[config.mk]
export PLATFORM = sky130hd
export DESIGN_NAME = serial_subtractor_8bit_flat
export DESIGN_NICKNAME = d
export VERILOG_FILES = /design/src/rtl/serial_subtractor_8bit_if.sv /design/src/rtl/serial_subtractor_8bit.sv /design/src/flat_wrapper.sv
export SDC_FILE = /design/constraint.sdc
export NUM_CORES = 1
export LEC_CHECK = 0
export CORE_ASPECT_RATIO = 1.2
export CORE_UTILIZATION = 48
export CTS_BUF_LIST = sky130_fd_sc_hd__clkbuf_8
export CTS_CLUSTER_SIZE = 16
export DETAILED_ROUTE_END_ITERATION = 7
export HOLD_SLACK_MARGIN = 0.03
export PLACE_DENSITY = 0.75
export SYNTH_ARGS = -nofsm -noshare
export SYNTH_HDL_FRONTEND = slang
export SYNTH_SLANG_ARGS = --single-unit
export TNS_END_PERCENT = 20
[constraint.sdc]
create_clock -name clk -period 1.5 [get_ports clk]
set_input_delay 0.15 -clock clk [delete_from_list [all_inputs] [get_ports clk]]
set_output_delay 0.15 -clock clk [all_outputs]
set_load 0.05 [all_outputs]
[src/rtl/serial_subtractor_8bit_if.sv]
// Operand/result bundle for the bit-serial subtractor.
// Latency: none (wiring only).
// Backpressure: none; start is a request, busy/done report progress.
// Ports: start, borrowin, a, d (requester -> subtractor);
//        p, borrowout, busy, done (subtractor -> requester).
interface serial_subtractor_8bit_if #(
    parameter int WIDTH = 8
);
    logic             start;
    logic             borrowin;
    logic [WIDTH-1:0] a;
    logic [WIDTH-1:0] d;
    logic [WIDTH-1:0] p;
    logic             borrowout;
    logic             busy;
    logic             done;

    modport master (
        output start, borrowin, a, d,
        input  p, borrowout, busy, done
    );

    modport slave (
        input  start, borrowin, a, d,
        output p, borrowout, busy, done
    );
endinterface

[src/rtl/serial_subtractor_8bit.sv]
// Bit-serial subtractor: p/borrowout = a - d - borrowin, one bit per clock, LSB first.
// Latency: start sampled at edge 0, done pulses in the cycle after edge WIDTH.
// Backpressure: start is ignored while busy; it is neither queued nor re-captured.
// Ports: clk, rst (sync, active-high), bus (slave side of serial_subtractor_8bit_if).
// Option: define SUB_SATURATE_EN to clamp p to 0 whenever the final borrow is set.
module serial_subtractor_8bit #(
    parameter int WIDTH = 8
) (
    input  logic                         clk,
    input  logic                         rst,
    serial_subtractor_8bit_if.slave      bus
);
    localparam int CW = $clog2(WIDTH);
    localparam logic [CW-1:0] LAST_BIT = CW'(WIDTH - 1);

    typedef enum logic [1:0] {
        IDLE  = 2'd0,
        SHIFT = 2'd1,
        DONE  = 2'd2
    } state_t;

    state_t           state;
    state_t           state_nxt;
    logic [CW-1:0]    cnt;
    logic [WIDTH-1:0] a_sh;
    logic [WIDTH-1:0] d_sh;
    // Holds the difference bits produced so far, top-aligned; the bit
    // computed this cycle is appended above it to form the full result.
    logic [WIDTH-2:0] r_sh;
    logic             b_q;
    logic [WIDTH-1:0] p_q;
    logic             bo_q;

    logic             diff;
    logic             b_nxt;
    logic             last_bit;
    logic [WIDTH-1:0] res_full;
    logic [WIDTH-1:0] res_load;

    // One full-subtractor slice on the current LSBs.
    always_comb begin
        diff     = a_sh[0] ^ d_sh[0] ^ b_q;
        b_nxt    = (~a_sh[0] & d_sh[0]) | (~(a_sh[0] ^ d_sh[0]) & b_q);
        last_bit = (cnt == LAST_BIT);
        res_full = {diff, r_sh};
`ifdef SUB_SATURATE_EN
        res_load = b_nxt ? '0 : res_full;
`else
        res_load = res_full;
`endif
    end

    always_comb begin
        state_nxt = state;
        case (state)
            IDLE:    if (bus.start) state_nxt = SHIFT;
            SHIFT:   if (last_bit)  state_nxt = DONE;
            DONE:    state_nxt = IDLE;
            default: state_nxt = IDLE;
        endcase
    end

    always_ff @(posedge clk) begin
        if (rst) begin
            state <= IDLE;
        end else begin
            state <= state_nxt;
        end
    end

    always_ff @(posedge clk) begin
        if (rst) begin
            cnt  <= '0;
            a_sh <= '0;
            d_sh <= '0;
            r_sh <= '0;
            b_q  <= 1'b0;
            p_q  <= '0;
            bo_q <= 1'b0;
        end else begin
            case (state)
                IDLE: begin
                    if (bus.start) begin
                        a_sh <= bus.a;
                        d_sh <= bus.d;
                        b_q  <= bus.borrowin;
                        r_sh <= '0;
                        cnt  <= '0;
                    end
                end
                SHIFT: begin
                    a_sh <= a_sh >> 1;
                    d_sh <= d_sh >> 1;
                    r_sh <= res_full[WIDTH-1:1];
                    b_q  <= b_nxt;
                    cnt  <= cnt + 1'b1;
                    if (last_bit) begin
                        p_q  <= res_load;
                        bo_q <= b_nxt;
                    end
                end
                default: begin
                end
            endcase
        end
    end

    assign bus.p         = p_q;
    assign bus.borrowout = bo_q;
    assign bus.busy      = (state != IDLE);
    assign bus.done      = (state == DONE);
endmodule

[src/flat_wrapper.sv]
// flat-port wrapper written by rule: the top's interface ports become plain ports
module serial_subtractor_8bit_flat 
#(
    parameter int WIDTH = 8
)
  (clk, rst, bus_start, bus_borrowin, bus_a, bus_d, bus_p, bus_borrowout, bus_busy, bus_done);
  serial_subtractor_8bit_if #(.WIDTH(WIDTH)) bus_i ();
  input  logic clk;
  input  logic rst;
  input wire logic [$bits(bus_i.start)-1:0] bus_start;
  input wire logic [$bits(bus_i.borrowin)-1:0] bus_borrowin;
  input wire logic [$bits(bus_i.a)-1:0] bus_a;
  input wire logic [$bits(bus_i.d)-1:0] bus_d;
  output wire logic [$bits(bus_i.p)-1:0] bus_p;
  output wire logic [$bits(bus_i.borrowout)-1:0] bus_borrowout;
  output wire logic [$bits(bus_i.busy)-1:0] bus_busy;
  output wire logic [$bits(bus_i.done)-1:0] bus_done;
  assign bus_i.start = bus_start;
  assign bus_i.borrowin = bus_borrowin;
  assign bus_i.a = bus_a;
  assign bus_i.d = bus_d;
  assign bus_p = bus_i.p;
  assign bus_borrowout = bus_i.borrowout;
  assign bus_busy = bus_i.busy;
  assign bus_done = bus_i.done;
  serial_subtractor_8bit #(.WIDTH(WIDTH)) u_core (.clk(clk), .rst(rst), .bus(bus_i));
endmodule
# --- After elaboration in Yosys (flattened, before gate mapping) ---
# Cells that the tools add are included.
# Widths: inputs -> output; s select.
op_classes:
  add_sub_neg: 1
  n_mux: 13
  eq_ne: 5
  bitwise_logic: 7
  n_reduce_logical: 6
ops:
  columns: ["op", "n"]
  rows:
  - ["$pmux 8 s2", 2]
  - ["$mux 8", 2]
  - ["$pmux 7 s2", 1]
  - ["$mux 7", 1]
  - ["$pmux 3 s2", 1]
  - ["$reduce_and 2->1", 3]
  - ["$mux 2", 2]
  - ["$pmux 2 s2", 1]
  - ["$reduce_bool 2->1", 2]
  - ["$add 3x1->3 const B", 1]
  - ["$eq 3x3->1 const B", 1]
  - ["$mux 3", 1]
  - ["$and 1x1->1", 2]
  - ["$eq 2x1->1 const B", 1]
  - ["$eq 2x2->1 const B", 1]
  - ["$logic_not 2->1", 1]
  - ["$ne 2x1->1 const B", 1]
  - ["$ne 2x2->1 const B", 1]
  - ["$not 1->1", 2]
  - ["$pmux 1 s2", 1]
  - ["$xor 1x1->1", 2]
  - ["$mux 1", 1]
  - ["$or 1x1->1", 1]
word_totals:
  output_inout_bits: 11
  in_bits: 20
  register_bits: 38
  elab_cells: 40

# --- Longest topological paths before layout ---
depth:
  ltp_word: 5
  mapped_depth: 6
  ltp_nobuf: 5

# --- Worst setup path before layout ---
# OpenSTA, ideal clock, no wires.
synth_timing:
  path_type: "reg-to-output"
  start: "reg u_core.state[0]"
  end: "out bus_done"
  stages_incl_launch_ff: 4
  slack_ns: 0.027
  t_arrival_ns: 1.323
  required_time_ns: 1.350
  n_path_buf: 2
  cell_sequence: "dfxtp_1 buf_6 buf_12 nor2b_1"
synth_between:
  elab_chain_len: 1
synth_rtl:
  columns: ["element", "line_no", "source"]
  rows:
  - ["from (decl)", "serial_subtractor_8bit.sv:22", "state_t state;"]
  - ["from (signal assigned)", "serial_subtractor_8bit.sv:67", "state <= state_nxt;"]
  - ["$eq 2x2->1", "serial_subtractor_8bit.sv:111", "assign bus.done = (state == DONE);"]
  - ["to (decl)", "flat_wrapper.sv:17", "output wire logic [$bits(bus_i.done)-1:0] bus_done;"]
# Every way passes these cells.

# --- Final worst setup path ---
# Ends and elaborated chain as after synthesis.

==> metrics.txt <==
post-synthesis cell type count 28; CP max stage cell dfxtp_1; Final TNS setup 0 ns; mean post-synth cell area 9.93 µm²; final std cells w/o fill roughly 230; Core Box Area 0.00314 mm²; ANT cells 0; worst path bufs/invs 2; clock buffers created by TritonCTS 5; Total Routing Usage GR 19.7%; max-slew violation count 0; synthesized net count 187; max_cap viols 0; number of synthesized register bits 38; power per cell area between 900 and 1000 mW/mm²; critical path cell sequence buf_4 -> nor2b_1 -> buf_4; Gate Count Post-Synth 164; Ports 31; CTS Buffer Depth 2; worst slew pin tran 0.364 ns; Port Buffer Count 30; commonest non-fill, non-tap cells in the layout 38 x dfxtp_1, 28 x nor2_1, 19 x clkdlybuf4s50_1; largest cells by area after synthesis dfxtp_1 47%, mux2i_1 9.2%, a211oi_2 7.7%; Die Height 65.8 µm; CP startpoint kind flop; DR vias/cell about 5.4; Sequential cell area approximately 760 µm²; WL final 2.99 mm; post-synthesis sequential area ratio 46.7%; Rel. slew slack 75.7%; Setup violations, final 0; TritonRoute pass-1 iters 4; R2R Path Start u_core.cnt[0]; Worst Skew 0.00461 ns; H-tree levels 2; Worst setup EP type primary output; CTS tree done; pin count of the biggest net entering global routing 39; Hold Buf Count CTS 0; worst path required time approximately 1.4 ns; YS warnings 0; clock root cell clkbuf_8; initial core utilization a little over 50%; CP startpoint u_core.state[0]; fin nets 218; WL/cell 13.0 µm; number of global-route vias before repair 1,186; Tcrit/Tclk final 93.2%; layout cell share with drive strength beyond 1 19.0%; Syn Std Cell Area approximately 0.0016 mm²; die area 0.00363 mm²; placed cell count 224; RSZ-0062 raised after global routing no; top cell type by total area after synthesis dfxtp_1; cell row count 22; Vias around 1,200; Critical Path Most Common Cell buf_4; Hold Crit Start u_core.bus.p[6]; clk sinks 38; Hold Crit Class flop to flop; Worst Path Max Fanout 9; Leakage 0.791 nW; Arr. time, crit path 1.25 ns; share of the synthesized area in the top cell type between 40% and 50%; Layout area overhead 24.5%; placed cell areas 0.00195 mm²; Worst Setup Path Type flop to primary output; final instance area 0.00203 mm²; max incr delay on CP 0.48 ns; Detailed Place HPWL 2.20 mm; Final Hold Vio Count 0; FILL cells 270; maximum vdd drop 580 µV; initial antenna violation count 0; status complete, no violations; Initial DRC Count 12; FMAX between 700 and 800 MHz; first-pass GRT wire length slightly above 5 mm; DRC viols 0; die width 55.2 µm; Final Core Density 64.6%; Final min period around 1.4 ns; Reg clk slew, reported paths 0.06 ns; Clock Latency Late Sink 0.29 ns; grt total ovfl 0; multi-input logic area 767 µm²; CP top delay family flip-flops; commonest non-fill, non-tap cell in the layout dfxtp_1; Placer Congestion 0.748; antenna viol nets, final 0
==> worst reg2reg max path: stages (launching register included) <==
cell and delay (ns):
dfxtp_1 0.33, ha_1 0.20, ha_1 0.21, nand3b_1 0.29
nand2_1 0.10, a21oi_1 0.16
==> layer usage <==
metal	wire (µm)	share of wire, %	global-route usage [%]
met5	0	0	0
met4	43	1.4	7.50
met1	1280	43	22.9
met3	141	4.7	6.67
met2	1530	51	32.4
==> per-stage QoR <==
step	hold slack [ns]	power [mW]	worst slack (ns)
final	0.454	2.00	0.101
after global routing	0.475	2.10	0.0309
after CTS	0.458	2.03	0.100
after detailed placement	0.449	1.40	0.113
after global placement	0.444	1.39	0.160
after floorplan	0.324	1.30	0.0268
==> layout make-up <==
type                            count  area share, %
Sequential cell                    38           37.5
Clock buffer                        5           3.39
Inverter                            3          0.555
Timing Repair Buffer               36           18.1
Clock inverter                      2          0.370
Tap cell                           36           2.22
Multi-Input combinational cell    111           37.8
==> state kept, by name, summed over array words and instances, names as in the netlist <==
name                  flops
u_core.r_sh               7
u_core.state              2
u_core.a_sh               8
u_core.b_q                1
u_core.d_sh               8
u_core.bus.p              8
u_core.bus.borrowout      1
u_core.cnt                3
==> power breakdown <==
part	switching, mW	internal (mW)
Clock	0.318	0.306
Sequential	0.0298	1.06
Combinational	0.138	0.155
==> cells by family after synthesis <==
family,synth area share (%)
mux,9.22
compound gates,20.5
flops,46.7
buf+inv,6.30
simple gates,14.5
fa+ha+maj,2.76
==> path summary, 6_finish.rpt <==
| path | endpoint | slack [ns] | cells past startpoint |
|---|---|---|---|
| max | bus_done | 0.10 | 3 |
| min reg2reg | u_core.bus.p[6] | 0.45 | 2 |
| min | u_core.bus.p[6] | 0.45 | 2 |
| max reg2reg | u_core.bus.p[7] | 0.14 | 5 |
==> Yosys cell counts, drive strengths merged <==
| cell type | number |
|---|---|
| o21ba | 1 |
| a2111oi | 1 |
| fa | 1 |
| nor3 | 1 |
| or2 | 1 |
| ha | 2 |
| nor3b | 1 |
| o21ai | 2 |
| o21bai | 1 |
| and2b | 1 |
| nand4bb | 2 |
| a21oi | 10 |
| buf | 9 |
| mux2i | 15 |
| inv | 3 |
| dfxtp | 38 |
| and3b | 1 |
| nand2 | 16 |
| clkbuf | 3 |
| nor2 | 28 |
| nor2b | 1 |
| a22oi | 9 |
| nand3b | 1 |
| a211oi | 16 |
==> repair_timing <==
action,in CTS,in global routing
endpoints found under the setup margin,0,1
resized for setup,0,1
buffers inserted,0,0
hold endpoints to repair,0,0
No activity file was read; power rests on OpenSTA's default activity.
